===== src/rtl/if_stage.sv =====
// Instruction-fetch stage: owns the PC and presents one instruction per completed fetch.
// A branch that lands while the memory is busy is parked until the in-flight read finishes.
module if_stage #(
  parameter logic [31:0] RESET_PC  = 32'h0000_0000,
  parameter logic [31:0] NOP_INSTR = 32'h0000_0013
) (
  input  logic        clk,
  input  logic        reset,
  input  logic        stall,
  input  logic        branch_taken,
  input  logic [31:0] branch_target,
  output logic        imem_read,
  output logic [31:0] imem_addr,
  input  logic [31:0] imem_rdata,
  input  logic        imem_busywait,
  output logic [31:0] if_pc,
  output logic [31:0] if_instr,
  output logic        if_valid
);

  typedef enum logic {FETCH, REDIR_PEND} state_t;

  state_t      state_reg;
  logic [31:0] pc_reg;
  logic [31:0] pending_reg;
  logic [31:0] target_aligned;

  assign target_aligned = branch_target & ~32'h3;

  always_ff @(posedge clk or negedge reset) begin
    if (!reset) begin
      state_reg   <= FETCH;
      pc_reg      <= RESET_PC;
      pending_reg <= 32'h0;
    end else begin
      case (state_reg)
        FETCH: begin
          if (branch_taken) begin
            if (imem_busywait) begin
              // The outstanding read cannot be aborted, so hold the address and park the target.
              pending_reg <= target_aligned;
              state_reg   <= REDIR_PEND;
            end else begin
              pc_reg <= target_aligned;
            end
          end else if (!imem_busywait && !stall) begin
            pc_reg <= pc_reg + 32'd4;
          end
        end
        REDIR_PEND: begin
          if (branch_taken) begin
            pending_reg <= target_aligned;
          end
          if (!imem_busywait) begin
            pc_reg    <= branch_taken ? target_aligned : pending_reg;
            state_reg <= FETCH;
          end
        end
        default: state_reg <= FETCH;
      endcase
    end
  end

  // Read data is forwarded combinationally; any cycle without a clean completion is a bubble.
  assign imem_read = reset;
  assign imem_addr = pc_reg;
  assign if_pc     = pc_reg;
  assign if_valid  = reset && (state_reg == FETCH) && !imem_busywait && !branch_taken;
  assign if_instr  = if_valid ? imem_rdata : NOP_INSTR;

endmodule


===== config.mk =====
export PLATFORM = sky130hd
export DESIGN_NAME = if_stage
export DESIGN_NICKNAME = d
export VERILOG_FILES = /design/src/rtl/if_stage.sv
export SDC_FILE = /design/constraint.sdc
export NUM_CORES = 1
export LEC_CHECK = 0
export CAP_MARGIN = 10
export CORE_MARGIN = 3
export CORE_UTILIZATION = 47
export DETAILED_ROUTE_END_ITERATION = 6
export PLACE_DENSITY = 0.84
export RECOVER_POWER = 50
export SLEW_MARGIN = 0
export SYNTH_ARGS = -nofsm -noshare
export SYNTH_HDL_FRONTEND = slang
export SYNTH_SLANG_ARGS = --single-unit

===== constraint.sdc =====
create_clock -name clk -period 4.4 [get_ports clk]
set_input_delay 0.88 -clock clk [delete_from_list [all_inputs] [get_ports clk]]
set_output_delay 0.88 -clock clk [all_outputs]
set_load 0.005 [all_outputs]

* Word level (Yosys, flattened, before mapping) *
Index checks and enable logic that the tools add are counted.

operators by class
  $add $sub $neg = 1
  equality and inequality tests = 5
  multiplexer cells = 13
  bitwise logic cells = 1
  reduce and logical (&&, ||, !) cells = 9

operators by type and width
  operator               count
  $mux 32                8
  $pmux 32 s2            2
  $add 32x3->32 const B  1
  $ne 2x2->1 const B     3
  $ne 3x3->1 const B     2
  $logic_and 1x1->1      4
  $logic_not 1->1        3
  $reduce_and 3->1       1
  $mux 1                 2
  $pmux 1 s2             1
  $reduce_and 2->1       1
  $not 1->1              1

storage, ports and cells
  flip-flop bits (word level) = 65
  bits of input ports = 69
  output and inout port bits = 98
  logic and storage cells = 32

* Depth between registers and ports, before layout *
  depth in word-level cells = 5
  depth in mapped cells = 8
  gate-level depth less buffers = 6

* Worst setup path after synthesis *
Ideal clock, no wire load.

  kind = input-to-output
  from = input port branch_taken
  to = output port if_instr[22]
  arrival = 1.864 ns
  data required time = 3.520 ns
  slack = 1.656 ns
  cell stages on the path = 5
  cell sequence = clkbuf_1 nor2_1 and3_1 clkbuf_1 and2_1

on the way
  word-level cells in the longest chain between the ends = 3

RTL lines
  element            line  source
  start, declared    10    input logic branch_taken,
  $logic_not 1->1    68    assign if_valid = reset && (state_reg == FETCH) && !imem_busywait && !branch_taken;
  $logic_and 1x1->1  68
  via if_valid       18    output logic if_valid
  $mux 32            69    assign if_instr = if_valid ? imem_rdata : NOP_INSTR;
  end, declared      17    output logic [31:0] if_instr,

The timed path passes the listed nets, and every way through them passes these cells.

* Worst setup path after layout *
  from = input port imem_busywait
  to = output port if_instr[29]

on the way
  word-level cells in the longest chain between the ends = 4

RTL lines
  element                         line  source
  start, declared                 15    input logic imem_busywait,
  $logic_not 1->1                 68
  $logic_and 1x1->1 (2 in a row)  68
  $mux 32                         69

Every way passes these cells.

==> results.txt <==
clock sink count -> 65
simple-gate share of the synthesized area -> 0.191
final total negative setup slack -> 0 ns
starting utilization of the core area -> 0.499
routed via count -> 3,874
Synth-to-Final Area Change -> 43.0%
final instance area -> 5680 um2
Antenna Nets Post-Route -> 0
global route total overflow -> 0
Data arrival, critical path -> 2.89 ns
f_max -> 265 MHz
final cycle utilization of the critical path -> 0.857
shortest period the worst path allows -> 3.77 ns
number of buffers created by CTS -> 9
routed length per instance -> 17.7 um
total count of max-transition violations in the final report -> 16
number of cell rows -> 32
syn nets -> 500
actual slew at the worst max-slew pin -> 2.09 ns
antenna violations before repair -> 0
PwrDens -> 341 nW/um2
wire length of the first global-routing pass -> 19,300 um
maxcap violations -> 1
Setup WS post-layout -> 0.628 ns
highest cell delay on the worst timing path -> 0.46 ns
Synth Area in Adders -> 0.00315
kind of launch point of the worst setup path -> input pin
number of buffers inserted for hold repair after clock tree synthesis -> 0
count of buffering cells on the critical path with inverters included -> 5
post-CTS setup-driven buffer insertion count -> 0
placeable core area -> 7970 um2
number of port buffers -> 164
critical path, cell by cell -> clkdlybuf4s50_1, clkbuf_1, inv_1, and3_1, buf_4, and2_1, clkdlybuf4s50_1
post-cts gate resize count -> 0
ranking of synthesized cells by instance count -> dfrtp_1, and2_1, o21ai_0
Die Wd -> 98.0 um
Slowest cell on crit path -> clkdlybuf4s50_1
share of the synthesized netlist area taken by xor and xnor gates -> 0
most used flip-flop cell after synthesis -> dfrtp_1
post-detailed-placement half-perimeter wirelength -> 8370 um
TritonCTS clock tree -> built
Placed Cells incl. Taps -> 643
overall power after layout -> 1.94 mW
most common cell type on the critical path -> clkdlybuf4s50_1
maximum number of pins on one net before global-route repair -> 44
ratio of routed vias to standard cells -> 5.88
CP endpoint kind -> output port
final core utilization -> 0.713
setup repair after global routing missed its margin -> false
category of cells accounting for the largest share of critical-path delay -> buffers and inverters
sequential fraction of the synthesis area -> 0.409
overall global routing resource usage -> 0.247
full die area -> 9590 um2
P_leak -> 2.30 nW
multiplexer area fraction after synthesis -> 0.0897
first drt pass iteration count -> 5
Post-synth ARST share -> 1.00
most repeated cell in the gate-level netlist after synthesis -> dfrtp_1
violations in the final reports -> max-capacitance violations, max-slew violations
synthesized area per cell -> 9.24 um2
summed instance area of the synthesized netlist -> 3970 um2
Hold Fails Final Rpt -> 0
worst hold path class -> reg -> reg
largest buffer count on any clock path -> 2
ratio of cells with drive above 1 in the final layout -> 0.111
boundary pin count -> 167
antenna diode instance count -> 0
cell at the root of the clock tree -> clkbuf_8
Total Nets Final -> 622
pre-CTS setup slack -> 0.820 ns
Max Fanout on Critical Path -> 33
final setup skew -> 0.00944 ns
Post-Syn Instances -> 430
overall die height -> 98.0 um
clock transition at the register clock pins on the worst setup and hold paths after CTS -> 0.08 ns
cell types with the largest area share after synthesis -> dfrtp_1, mux2_2, buf_4
Detailed Route WL -> 11,600 um
Synth cell types -> 50
highest ir drop seen on vdd -> 0.189 mV
category of the critical setup timing path -> in -> out
RD Place Congestion -> 0.851
DP Area -> 5450 um2
iteration-0 DRC count of the detailed router -> 277
result of the run -> finished, violations left
clock latency at the later pin of the worst-skew pair -> 0.35 ns
DRC violations left -> 0
share of Yosys cell area claimed by the top area cell type -> 0.409
vias in the first global route -> 3,699
worst hold-check slack -> 0.484 ns
number of levels in the clock H-tree -> 3
critical path required time -> 3.52 ns
main combinational cell family by area after synthesis -> compound AO/OA/AOI/OAI gates
leading area contributor after synthesis -> dfrtp_1
Post-synth EDFFs -> 0
normalized max-slew margin -> -0.409
Synth warnings -> 0
Layout fillers -> 598
flip-flop and latch count after synthesis -> 65
post-synthesis compound-gate area fraction -> 0.203
Final setup violation count -> 0
number of cells in the finished layout apart from fillers -> 659
[cells by family (layout without fill, tap and decap cells)]
| logic type | Yosys count | count (layout) |
|---|---|---|
| DFF | 65 | 65 |
| and+or+nand+nor | 139 | 139 |
| muxes | 32 | 32 |
| AOI/OAI and AO/OA | 118 | 118 |
| buffers and inverters | 75 | 202 |
| adders and majority gates | 1 | 1 |
[worst paths after layout]
check                               start  cells after the start  slack [ns]         endpoint
max reg2reg                     state_reg                      3        1.05   pending_reg[9]
min                        pending_reg[1]                      1        0.48   pending_reg[1]
max                         imem_busywait                      7        0.63     if_instr[29]
min in group asynchronous           reset                      2        0.96   pending_reg[4]
min reg2reg                pending_reg[1]                      1        0.48   pending_reg[1]
max in group asynchronous           reset                      3        1.75  pending_reg[11]
[cells in the final DEF, fill, tap and decap left out, drive strengths merged, types with 15 or more instances in the layout]
master | synthesis | routed
and2 | 34 | 34
dfrtp | 65 | 65
dlygate4sd3 | 0 | 44
o21ai | 35 | 35
nand2 | 21 | 21
nor2 | 26 | 26
clkbuf | 28 | 15
clkdlybuf4s50 | 0 | 119
mux2 | 29 | 29
a21oi | 20 | 20
[worst reg2reg max path, cell delays in order (launching register included)]
cell and delay (ns):
dfrtp_1 0.65, o21ai_0 1.71, buf_4 0.50, mux2_2 0.38
[power breakdown]
part	total, mW	internal [mW]	switching (mW)
Sequential	0.803	0.686	0.117
Combinational	0.495	0.304	0.190
Clock	0.642	0.394	0.249
[cell type report]
type | instances | area, um2 | share of cell area
repair buffers | 174 | 1700 | 0.299
well taps | 102 | 128 | 0.0225
clock buffers | 10 | 138 | 0.0242
clock inverters | 6 | 115 | 0.0203
inverters | 12 | 45.0 | 0.00793
multi-input cells | 290 | 1930 | 0.340
flip-flops and latches | 65 | 1630 | 0.286
[layer usage]
metal | track usage | up-vias | wire (um)
met5 | 0 | - | 0
met3 | 0.0529 | 24 | 994
met4 | 0.0958 | 0 | 240
li1 | - | 1792 | -
met1 | 0.331 | 1837 | 4660
met2 | 0.394 | 221 | 5760
No activity file was read; power rests on OpenSTA's default activity.
